==> src/rtl/fifo_stream_reader.sv <==
// Read-side engine: pops a synchronous fifo into a 3-entry buffer and presents it as an AXI-Stream master framed into bursts.
// Optional macro FIFO_STREAM_READER_PARITY_EN adds m_tparity, the even parity of each word stored with it.
module fifo_stream_reader #(
  parameter int WIDTH = 32,
  parameter int CNT_W = 16
) (
  input  logic             clk,
  input  logic             reset,
  input  logic             en,
  input  logic [CNT_W-1:0] burst_len,
  input  logic             fifo_empty,
  output logic             r_ready,
  input  logic [WIDTH-1:0] data_out,
  output logic             m_tvalid,
  input  logic             m_tready,
  output logic [WIDTH-1:0] m_tdata,
  output logic             m_tlast,
  output logic [CNT_W-1:0] beat_cnt
`ifdef FIFO_STREAM_READER_PARITY_EN
  ,
  output logic             m_tparity
`endif
);

  logic [1:0]       r_held;
  logic [1:0]       r_wptr;
  logic [1:0]       r_rptr;
  logic             r_inflight;
  logic [CNT_W-1:0] r_beat;
  logic [CNT_W-1:0] r_len;
  logic [WIDTH-1:0] r_mem [0:2];

  logic             w_capture;
  logic             w_xfer;
  logic             w_room;
  logic [1:0]       w_wptr_next;
  logic [1:0]       w_rptr_next;
  logic [CNT_W-1:0] w_len_eff;
  logic             w_len_load;

  // A slot is reserved for every word already popped, so the buffer can never overflow.
  assign w_room      = ({1'b0, r_held} + {2'b00, r_inflight}) <= 3'd2;
  assign r_ready     = reset & en & ~fifo_empty & w_room;

  assign w_capture   = r_inflight;
  assign m_tvalid    = (r_held != 2'd0);
  assign w_xfer      = m_tvalid & m_tready;
  assign m_tdata     = m_tvalid ? r_mem[r_rptr] : '0;
  assign m_tlast     = m_tvalid & (r_beat == (r_len - CNT_W'(1)));
  assign beat_cnt    = r_beat;

  assign w_wptr_next = (r_wptr == 2'd2) ? 2'd0 : r_wptr + 2'd1;
  assign w_rptr_next = (r_rptr == 2'd2) ? 2'd0 : r_rptr + 2'd1;
  assign w_len_eff   = (burst_len == '0) ? CNT_W'(1) : burst_len;

  // The length is taken at the start of beat 0 (burst wrap or idle) so that m_tlast of a
  // stalled beat-0 word cannot change, and the whole burst uses one length.
  assign w_len_load  = (w_xfer & m_tlast) | ((r_beat == '0) & ~m_tvalid);

  always_ff @(posedge clk or negedge reset) begin
    if (!reset) begin
      r_held     <= 2'd0;
      r_wptr     <= 2'd0;
      r_rptr     <= 2'd0;
      r_inflight <= 1'b0;
      r_beat     <= '0;
      r_len      <= CNT_W'(1);
    end else begin
      r_inflight <= r_ready;
      r_held     <= r_held + {1'b0, w_capture} - {1'b0, w_xfer};
      if (w_capture) begin
        r_wptr <= w_wptr_next;
      end
      if (w_xfer) begin
        r_rptr <= w_rptr_next;
        r_beat <= m_tlast ? '0 : r_beat + CNT_W'(1);
      end
      if (w_len_load) begin
        r_len <= w_len_eff;
      end
    end
  end

  always_ff @(posedge clk) begin
    if (w_capture) begin
      r_mem[r_wptr] <= data_out;
    end
  end

`ifdef FIFO_STREAM_READER_PARITY_EN
  logic r_par [0:2];

  always_ff @(posedge clk) begin
    if (w_capture) begin
      r_par[r_wptr] <= ^data_out;
    end
  end

  assign m_tparity = m_tvalid & r_par[r_rptr];
`endif

endmodule

==> config.mk <==
export PLATFORM = sky130hd
export DESIGN_NAME = fifo_stream_reader
export DESIGN_NICKNAME = d
export VERILOG_FILES = /design/src/rtl/fifo_stream_reader.sv
export SDC_FILE = /design/constraint.sdc
export NUM_CORES = 1
export LEC_CHECK = 0
export BUFFER_PORTS_ARGS = -buffer_cell sky130_fd_sc_hd__buf_2
export CORE_MARGIN = 2
export CORE_UTILIZATION = 40
export DETAILED_ROUTE_END_ITERATION = 8
export MAX_ROUTING_LAYER = met4
export PLACE_DENSITY_LB_ADDON = 0.2
export SYNTH_ARGS = -nofsm -noshare
export SYNTH_HDL_FRONTEND = slang
export SYNTH_SLANG_ARGS = --single-unit
==> constraint.sdc <==
create_clock -name clk -period 7.9 [get_ports clk]
set_input_delay 0.395 -clock clk [delete_from_list [all_inputs] [get_ports clk]]
set_output_delay 0.395 -clock clk [all_outputs]
set_load 0.01 [all_outputs]
==> results.ini <==
[flow_run]
max_cap_violations=0

[yosys]
ys.flop_type=edfxtp_1
yosys_register_bits=135
syn_nets=560
syn_area_um2=6170
number_of_enable_type_register_cells_in_the_synthesized_netlist=96
syn_avg_cell_area_um2=12.4
asyncSetResetFlopFracSynth_pct=28.9
post_synth_inst_count=499
synth_cell_types=51
yosys_warnings=0
share_of_synthesized_area_occupied_by_flip_flops_and_latches_pct=62.5

[clock_network]
clock_latency_ns=0.42
clockRootBuffer=clkbuf_16
htree_levels=4
tritoncts=built
max-clock-path-buffers=2
cts_buffers=17
hold_buffers=0
clk_pin_slew_ns=0.06
cts.sink_count=135
cts_setup_buffers=0
cts_repair_resize_count=0

[pwr]
seqPwrFrac_pct=38.0
power.switching_fraction_pct=35.8
pwr-share-comb_pct=32.4
internal-power_mw=1.77
clkPwrFrac_pct=29.6
power.ir.vdd_worst_uv=187
power.density_cell_area_nw_per_um2=367
switchingPower_uw=986
power.static_leakage_nw=3.00

[global_route]
grt_max_degree=55
grt_antenna_before_repair=0
globalRouteOverflowTotal=0
global_route.usage.total_pct=18.4
grt_first_pass_wirelength_mm=22.2
first_global_vias=4239

[placed_design]
placer_s_final_routability_congestion_estimate=0.850
placement.io_buffers=103
post-dp-hpwl_mm=8.90
place_inst=770
place_area_um2=6890

[routing]
post-route-drc-count=0
initialDrtViolationCount=228
dr_total_vias=4256
detail-route-antenna-nets=0
routed_wire_length_per_instance_um=17.1
per_cell_via_count_in_the_routed_design=5.29
drtPass1Iterations=4
met1_length_mm=6.24
detail_route.wirelength_mm=13.8
route.met2.wl_mm=6.81
routed.top_layer=met4
dr_wl_met3_um=611

[status]
status=finished, final reports clean

[timing]
setup-tns-final_ns=0
unrepaired_setup_endpoints_after_global_routing=no
finClkSkew_ns=0.00764
fin_crit_sh_pct=47.7
max_slew_margin_pct=18.6
timing_hold_violations_final=0
period_needed_ns=3.77
worstMarginPinSlew_ns=1.21
maxSlewViolCount=0
max_freq_mhz=265
finalSetupViolCount=0

[cells_and_area]
areaGrowthSynthToFinish_pct=21.7
non_filler_cells_final=804
fillcell_total=1347
post_route_cells_drive_above_1_share_pct=27.2
layout.nets=662
post-route-cell-area_um2=7520

[floorplanning]
top_level_ports=104
die_width_um=128
floorplan.initialDensity_pct=40.8
die_y_um=128
die_area_um2=16400
rows=45
fp.coreArea_um2=15100

[setup_path]
critical_path_arrival_ns=3.37
worst-r2r-setup-slack_ns=4.43
cp-start-kind=flip-flop
crit_path_top_delay_cell=nor3b_1
timing.critical_path.buf_inv=3
path_class=flip-flop to output pin
crit_path_end_kind=output pin
worst_path_largest_cell_delay_ns=0.80
required_ns=7.51
critical_path_peak_fanout=14
path_cells=inv_1, ha_1, nor3b_1, or4_1, o32ai_1, o31ai_1, nor3_1, buf_4, buf_2
worst_path_dominant_cell_family=simple AND/OR/NAND/NOR gates

[hold_path]
hold_class=input pin to async pin

-- cell usage after synthesis, types with 2 or more instances --
library cell	count	area, um2
a21oi_1	41	205
clkbuf_1	18	67.6
buf_1	6	22.5
xor2_1	8	70.1
o31ai_1	3	22.5
mux2_4	9	135
nand2_1	17	63.8
ha_1	8	100
a21o_1	3	22.5
nor2_1	74	278
o21ai_0	12	60.1
nor4_1	12	75.1
inv_1	13	48.8
nand4_1	7	43.8
nand3_1	12	60.1
or4_1	6	45.0
a211oi_1	2	15.0
or3_1	5	31.3
xnor2_1	21	184
edfxtp_1	96	2880
and3_1	5	31.3
dfrtp_1	38	951
mux2i_1	34	340
mux2_2	6	67.6
nor3b_1	2	15.0
o211ai_1	2	15.0
o22ai_1	5	31.3
nor3_1	11	55.1
-- worst reg2reg max path, cell delays in order, from the launching register on --
cell,delay [ns]
dfrtp_1,0.41
inv_1,0.07
ha_1,0.21
or3b_1,0.48
or4_1,0.55
a2111oi_2,0.42
nand4_2,0.20
o41ai_4,0.32
buf_4,0.33
mux2_2,0.37
-- flip-flops by register name, summed over array words and instances, names as in the netlist --
register    flops
r_held          2
r_wptr          2
r_rptr          2
r_inflight      1
r_len          16
r_mem          96
beat_cnt       16
-- final cells by class --
type | instances | area [um2] | area share [%]
Sequential cell | 135 | 3860 | 51.4
Multi-Input combinational cell | 324 | 2180 | 29.0
Timing Repair Buffer | 110 | 568 | 7.56
Antenna cell | 2 | 5.00 | 0.0666
Inverter | 13 | 48.8 | 0.649
Clock buffer | 18 | 429 | 5.71
Tap cell | 188 | 235 | 3.13
Clock inverter | 14 | 188 | 2.50
-- stage by stage --
stage	setup slack (ns)	total power, mW	hold WS [ns]	util [%]
final	4.13	2.76	0.0497	49.6
after global placement	4.49	1.95	0.483	45.5
after detailed placement	4.41	1.96	0.494	45.5
after floorplan	4.53	1.64	0.0994	-
after CTS	4.09	2.79	0.0517	49.6
after global routing	3.83	2.94	0.0919	49.6
-- power groups by stage --
stage / combinational (mW) / clock, mW / sequential [mW]
after floorplan: 0.689 / 0 / 0.954
after global placement: 0.888 / 0 / 1.06
after detailed placement: 0.901 / 0 / 1.06
after CTS: 0.905 / 0.832 / 1.05
after global routing: 1.00 / 0.866 / 1.07
final: 0.892 / 0.817 / 1.05
-- layer usage --
layer | up-vias | track usage (%)
met4 | 0 | 5.43
li1 | 2052 | -
met3 | 10 | 5.18
met5 | - | -
met2 | 91 | 28.8
met1 | 2103 | 23.3
-- cells in the final DEF (no fill, tap or decap), types with 2 or more instances in the layout --
master and count:
a21oi_1 41, nand3_1 12, nand4_1 7, or3_1 5
a211oi_1 2, buf_2 103, dfrtp_1 36, clkbuf_16 17
a21o_1 3, mux2i_1 34, nor2_1 72, clkinv_4 2
and3_1 5, o31ai_1 3, bufinv_16 3, buf_4 7
o211ai_1 2, xnor2_1 21, nand2_1 17, nor4_1 12
dfrtp_2 2, or4_1 6, inv_6 6, edfxtp_1 96
nor2_4 2, o22ai_1 5, diode_2 2, mux2_4 9
nor3_1 10, inv_1 13, mux2_2 6, o21ai_0 12
xor2_1 8, ha_1 8
-- logic make-up after synthesis --
logic type      synth area share, %
mux                            8.79
xor+xnor                       4.11
flops                          62.5
simple gates                   12.0
buf+inv                        2.59
compound gates                 8.35
fa+ha+maj                      1.62
-- path summary, 6_finish.rpt --
check / startpoint / endpoint / cells past startpoint
worst min-delay path: reset / r_len[13]$_DFFE_PN0P_ / 2
worst max register to register: r_len[1]$_DFFE_PN0P_ / r_len[2]$_DFFE_PN0P_ / 9
max in group asynchronous: reset / r_rptr[0]$_DFFE_PN0P_ / 2
worst max-delay path: r_len[1]$_DFFE_PN0P_ / m_tlast / 9
worst min register to register: r_len[0]$_DFFE_PN1P_ / r_len[0]$_DFFE_PN1P_ / 2
min in group clk: fifo_empty / r_inflight$_DFF_PN0_ / 2
No activity file was read; power rests on OpenSTA's default activity.
